$ cat config.mk
export PLATFORM = sky130hd
export DESIGN_NAME = uart_tx_arbiter
export DESIGN_NICKNAME = d
export VERILOG_FILES = /design/src/rtl/uart_tx_arbiter.sv
export SDC_FILE = /design/constraint.sdc
export NUM_CORES = 1
export LEC_CHECK = 0
export BUFFER_PORTS_ARGS = -buffer_cell sky130_fd_sc_hd__buf_4
export CAP_MARGIN = 25
export CORE_MARGIN = 1.5
export CORE_UTILIZATION = 53
export DETAILED_ROUTE_END_ITERATION = 10
export GPL_TIMING_DRIVEN = 0
export PLACE_DENSITY = 0.87
export SYNTH_ARGS = -nofsm -noshare
export SYNTH_HDL_FRONTEND = slang
export SYNTH_SLANG_ARGS = --single-unit
$ cat constraint.sdc
create_clock -name i_clk -period 5.58 [get_ports i_clk]
set_clock_uncertainty 0.15 [all_clocks]
set_input_delay 0.558 -clock i_clk [delete_from_list [all_inputs] [get_ports i_clk]]
set_output_delay 0.558 -clock i_clk [all_outputs]
set_load 0.03 [all_outputs]
$ cat src/rtl/uart_tx_arbiter.sv
// Round-robin arbiter that shares one UART transmitter among NREQ byte-stream
// requesters, holding the grant for the duration of a multi-byte packet.
module uart_tx_arbiter #(
    parameter int NREQ         = 4,
    parameter int DBITS        = 8,
    parameter int HOLD_TIMEOUT = 64
) (
    input  logic                    i_clk,
    input  logic                    i_rst_n,
    input  logic [NREQ-1:0]         i_req_valid,
    input  logic [NREQ*DBITS-1:0]   i_req_data,
    input  logic [NREQ-1:0]         i_req_last,
    output logic [NREQ-1:0]         o_req_ready,
    output logic [NREQ-1:0]         o_grant,
    output logic                    o_busy,
    output logic                    o_tx_start,
    output logic [DBITS-1:0]        o_tx_data,
    input  logic                    i_tx_done
);

    localparam int GW = (NREQ > 1) ? $clog2(NREQ) : 1;
    localparam int HW = $clog2(HOLD_TIMEOUT + 1);
    localparam logic [HW-1:0] HLIM = HW'(HOLD_TIMEOUT - 1);
    localparam logic [GW-1:0] GMAX = GW'(NREQ - 1);

    typedef enum logic [2:0] {
        ST_IDLE  = 3'd0,
        ST_LOAD  = 3'd1,
        ST_START = 3'd2,
        ST_WAIT  = 3'd3,
        ST_HOLD  = 3'd4
    } state_t;

    state_t            state_q, state_d;
    logic [GW-1:0]     g_q, g_d;
    logic [GW-1:0]     ptr_q, ptr_d;
    logic [DBITS-1:0]  tx_data_q, tx_data_d;
    logic              last_q, last_d;
    logic [HW-1:0]     hcnt_q, hcnt_d;
    logic [NREQ-1:0]   ready_q, grant_q;
    logic              busy_q, start_q;

    // First valid requester at or after the pointer, wrapping modulo NREQ.
    function automatic logic [GW-1:0] pick_winner(input logic [NREQ-1:0] v, input logic [GW-1:0] p);
        logic [GW-1:0] w;
        logic [GW:0]   idx;
        logic          found;
        w     = p;
        found = 1'b0;
        for (int i = 0; i < NREQ; i++) begin
            idx = {1'b0, p} + (GW+1)'(i);
            if (idx >= (GW+1)'(NREQ)) begin
                idx = idx - (GW+1)'(NREQ);
            end else begin
                idx = idx;
            end
            if (!found && v[idx[GW-1:0]]) begin
                w     = idx[GW-1:0];
                found = 1'b1;
            end else begin
                found = found;
            end
        end
        return w;
    endfunction

    function automatic logic [NREQ-1:0] onehot(input logic [GW-1:0] idx);
        logic [NREQ-1:0] r;
        r      = {NREQ{1'b0}};
        r[idx] = 1'b1;
        return r;
    endfunction

    function automatic logic [GW-1:0] next_idx(input logic [GW-1:0] idx);
        return (idx == GMAX) ? {GW{1'b0}} : idx + GW'(1);
    endfunction

    // Next-state and datapath decisions for the arbitration sequencer.
    always_comb begin
        state_d   = state_q;
        g_d       = g_q;
        ptr_d     = ptr_q;
        tx_data_d = tx_data_q;
        last_d    = last_q;
        hcnt_d    = hcnt_q;
        case (state_q)
            ST_IDLE: begin
                if (|i_req_valid) begin
                    g_d     = pick_winner(i_req_valid, ptr_q);
                    state_d = ST_LOAD;
                end else begin
                    state_d = ST_IDLE;
                end
            end
            ST_LOAD: begin
                tx_data_d = i_req_data[g_q*DBITS +: DBITS];
                last_d    = i_req_last[g_q];
                state_d   = ST_START;
            end
            ST_START: begin
                state_d = ST_WAIT;
            end
            ST_WAIT: begin
                if (!i_tx_done) begin
                    state_d = ST_WAIT;
                end else if (last_q) begin
                    ptr_d   = next_idx(g_q);
                    state_d = ST_IDLE;
                end else if (i_req_valid[g_q]) begin
                    state_d = ST_LOAD;
                end else begin
                    hcnt_d  = {HW{1'b0}};
                    state_d = ST_HOLD;
                end
            end
            ST_HOLD: begin
                // A returning valid beats the timeout on the same cycle.
                if (i_req_valid[g_q]) begin
                    state_d = ST_LOAD;
                end else if (hcnt_q == HLIM) begin
                    ptr_d   = next_idx(g_q);
                    state_d = ST_IDLE;
                end else begin
                    hcnt_d = hcnt_q + HW'(1);
                end
            end
            default: begin
                state_d = ST_IDLE;
            end
        endcase
    end

    // State and registered outputs; outputs follow the state being entered.
    always_ff @(posedge i_clk or negedge i_rst_n) begin
        if (!i_rst_n) begin
            state_q   <= ST_IDLE;
            g_q       <= {GW{1'b0}};
            ptr_q     <= {GW{1'b0}};
            tx_data_q <= {DBITS{1'b0}};
            last_q    <= 1'b0;
            hcnt_q    <= {HW{1'b0}};
            ready_q   <= {NREQ{1'b0}};
            grant_q   <= {NREQ{1'b0}};
            busy_q    <= 1'b0;
            start_q   <= 1'b0;
        end else begin
            state_q   <= state_d;
            g_q       <= g_d;
            ptr_q     <= ptr_d;
            tx_data_q <= tx_data_d;
            last_q    <= last_d;
            hcnt_q    <= hcnt_d;
            ready_q   <= (state_d == ST_LOAD) ? onehot(g_d) : {NREQ{1'b0}};
            grant_q   <= (state_d != ST_IDLE) ? onehot(g_d) : {NREQ{1'b0}};
            busy_q    <= (state_d != ST_IDLE);
            start_q   <= (state_d == ST_START);
        end
    end

    assign o_req_ready = ready_q;
    assign o_grant     = grant_q;
    assign o_busy      = busy_q;
    assign o_tx_start  = start_q;
    assign o_tx_data   = tx_data_q;

endmodule

==> results_dict.tcl <==
set metrics [dict create \
    status "finished clean" \
    synth_top_family_by_area "multiplexers" \
    yosys.area_share.adder 0.01418 \
    finalMaxSlewViolations 0 \
    yosysWarnings 0 \
    avgViaCountPerCell 5.805 \
    synthCells 155 \
    synthTopCellsByArea "sky130_fd_sc_hd__dfrtp_1 (47%), sky130_fd_sc_hd__mux4_2 (13%), sky130_fd_sc_hd__mux2_2 (7.0%)" \
    critical_register_to_register_path_startpoint "hcnt_q[0]" \
    totalWireLength_mm 4.241 \
    detailedPlacementHpwl_mm 3.447 \
    kind_of_end_point_of_the_critical_path "flip-flop" \
    area.growth.synth_to_final_pct 31.56 \
    die_area_mm2 0.003684 \
    die_width_um 60.70 \
    core-area_mm2 0.003103 \
    cts-root-to-sink-buffers 2 \
    detailedPlace.worstSlack_ps 3143 \
    post_synth_top_flop "sky130_fd_sc_hd__dfrtp_1" \
    intPower_mw 0.6894 \
    postRouteAntennaNets 0 \
    die_height_um 60.70 \
    setup-tns-final_ps 0 \
    syn-cell-area_mm2 0.001764 \
    wire_length_of_the_first_global_routing_pass_mm 6.803 \
    synth-seq-area-share 0.4681 \
    wl_per_cell_um 15.88 \
    reg2reg_setup_slack_ps 3160 \
    worst_skew_pair.late_latency_ps 320 \
    crit_type "flip-flop to flip-flop" \
    yosys_register_bits 33 \
    timing.max_cap.violations 0 \
    worst-r2r-cell-count 8 \
    clock_edge_transition_at_the_registers_on_the_reported_setup_and_hold_paths_ps 100 \
    critPathLaunchType "flip-flop" \
    setup.worst_path.start "hcnt_q[0]" \
    fin_util 0.7480 \
    power.share.clock 0.104 \
    setup-violations-final 0 \
    yosys.area_share.simple 0.1440 \
    count_of_buffers_inserted_at_the_top_level_ports 60 \
    synthDistinctLibCells 37 \
    postLayoutSetupSlackWorst_ps 3157 \
    synth_nets 200 \
    cts.sinks 33 \
    cp_data_required_time_ps 5610 \
    critPathArrivalTime_ps 2460 \
    antenna_found_initial 0 \
    first_global_vias 1556 \
    switchingPower_mw 0.5228 \
    root_buffer "sky130_fd_sc_hd__clkbuf_4" \
    placement_rows 20 \
    grt_start_max_net_pins 34 \
    share_of_final_layout_standard_cells_stronger_than_drive_strength_1 0.4126 \
    p_seq_frac 0.347 \
    floorplan.io_pins 61 \
    drc 0 \
    globalRouteTotalUtil 0.2510 \
    synthDominantCellAreaShare 0.4681 \
    average_cell_area_after_synthesis_um2 11.38 \
    dr_total_vias 1550 \
    synth.area.mux_share 0.2035 \
    worstPathMaxFanout 10 \
    max-slew-margin-rel 0.4370 \
    final_period_minus_worst_setup_slack_ps 2423 \
    gp_congestion 0.8555 \
    power_density_mw_per_mm2 522.3 \
    number_of_buffers_created_by_cts 5 \
    clock.fmax_ghz 0.4127 \
    power.ir.vdd_worst_mv 0.2902 \
    layout_worst_path_cycle_share 0.4343 \
    postSynth.asyncResetShare 1.000 \
    hold_path_class "primary input to asynchronous set/reset pin" \
    cts_post_setup_buffers_inserted 0 \
    critical_path.reg2reg.endpoint "o_grant[1]" \
    cts_hold_buf 0 \
    power.share.combinational 0.549 \
    drc_marker_count_from_the_first_detailed_route_iteration 96 \
    htreeDepth 2 \
    tritoncts "built" \
    worstMarginPinSlew_ps 842.2 \
    antenna_cells 0 \
    cts.repair.resized 0 \
    synth_compound_gate_area_share 0.1355 \
    sw_ratio 0.4313 \
    grt_setup_unrepaired "no" \
    router_iterations_before_antenna_repair 4 \
    netlist.top_cell.by_area "sky130_fd_sc_hd__dfrtp_1" \
    final-hold-violation-count 0 \
    num-nets-final 267 \
    initial_utilization 0.5685 \
    synth_xor_area_frac 0 \
    synth_enable_flop_cells 0 \
    grt-ovfl-total 0 \
    leakagePower_nw 1.060 \
]
[power groups by stage]
stage                     combinational (mW)  clock (mW)  sequential [mW]
after floorplan                        0.358           0            0.515
after global placement                 0.636           0            0.412
after detailed placement               0.665           0            0.423
after CTS                              0.670       0.129            0.418
after global routing                   0.722       0.144            0.431
final                                  0.665       0.126            0.421
[final cells by class]
cell class,instances,area [um^2]
Multi-Input combinational cell,108,877.1
Sequential cell,33,825.8
Fill cell,225,782.0
Timing Repair Buffer,60,450.4
Tap cell,44,55.05
Clock buffer,6,41.29
Buffer,6,31.28
Inverter,8,30.03
Clock inverter,2,10.01
[registers in the layout, indices dropped and copies added, names as in the netlist, 2 cells and up]
register,flops
o_req_ready,4
ptr_q,2
o_grant,4
g_q,2
hcnt_q,7
o_tx_data,8
state_q,3
[metal layers]
metal,track usage,part of all wire,vias to the layer above
li1,-,-,719
met1,0.2965,0.37,770
met2,0.4547,0.57,54
met3,0.06397,0.052,7
met4,0.06522,0.010,0
met5,0,0,-
[per-stage QoR]
step / area (um^2) / hold WS (ps) / power (mW) / cells
after CTS: 2321 / 11.71 / 1.217 / 267
final: 2321 / 6.981 / 1.212 / 267
after floorplan: 1764 / 112.4 / 0.8732 / 155
after detailed placement: 2270 / 352.4 / 1.089 / 259
after global placement: 2270 / 341.3 / 1.048 / 259
after global routing: 2321 / 12.65 / 1.297 / 267
[how the worst max path moves through the flow]
stage | cells past startpoint | end
finish | 8 | o_grant[1]
global route | 8 | o_grant[1]
CTS | 8 | o_grant[1]
detailed placement | 6 | o_grant[1]
global placement | 6 | o_grant[0]
floorplan | 4 | hcnt_q[5]
[critical path, cell delays in order, from the launching register on]
cell	delay (ps)
sky130_fd_sc_hd__dfrtp_1	390
sky130_fd_sc_hd__ha_1	180
sky130_fd_sc_hd__nand3_1	160
sky130_fd_sc_hd__o31ai_1	250
sky130_fd_sc_hd__a21o_1	190
sky130_fd_sc_hd__buf_2	220
sky130_fd_sc_hd__inv_1	100
sky130_fd_sc_hd__nor3_1	510
sky130_fd_sc_hd__nor2_1	130
[cells in the mapped netlist, drive strengths merged (2+ instances only)]
library cell and n:
dfrtp 33, nor2 14, mux2 11, mux4 10, nand2 9, inv 8
o21ai 8, a31oi 6, a21oi 5, nor3b 5, nand3 4, nor2b 4
buf 3, clkbuf 3, o22ai 3, or3 3, or4 3, ha 2
nor3 2, o211ai 2, o21bai 2, o31ai 2
[cell families (layout without fill, tap and decap cells)]
logic type               Yosys count  in the layout
AND/OR/NAND/NOR                   48             48
AO/OA/AOI/OAI                     36             36
flip-flops                        33             33
multiplexers                      22             22
buffers and inverters             14             82
adder cells (fa/ha/maj)            2              2
[layout by cell type, fill, tap and decap left out, drive strengths merged, types with 2 or more instances in the layout]
cell,count
inv,8
o21ai,8
o22ai,3
nor3b,5
nor3,2
mux2,11
nand2,9
clkinv,2
a31oi,6
dfrtp,33
buf,63
or4,3
ha,2
clkbuf,9
nor2b,4
or3,3
nand3,4
o211ai,2
a21oi,5
nor2,14
mux4,10
o31ai,2
o21bai,2
Power figures use the tool's default switching activity.
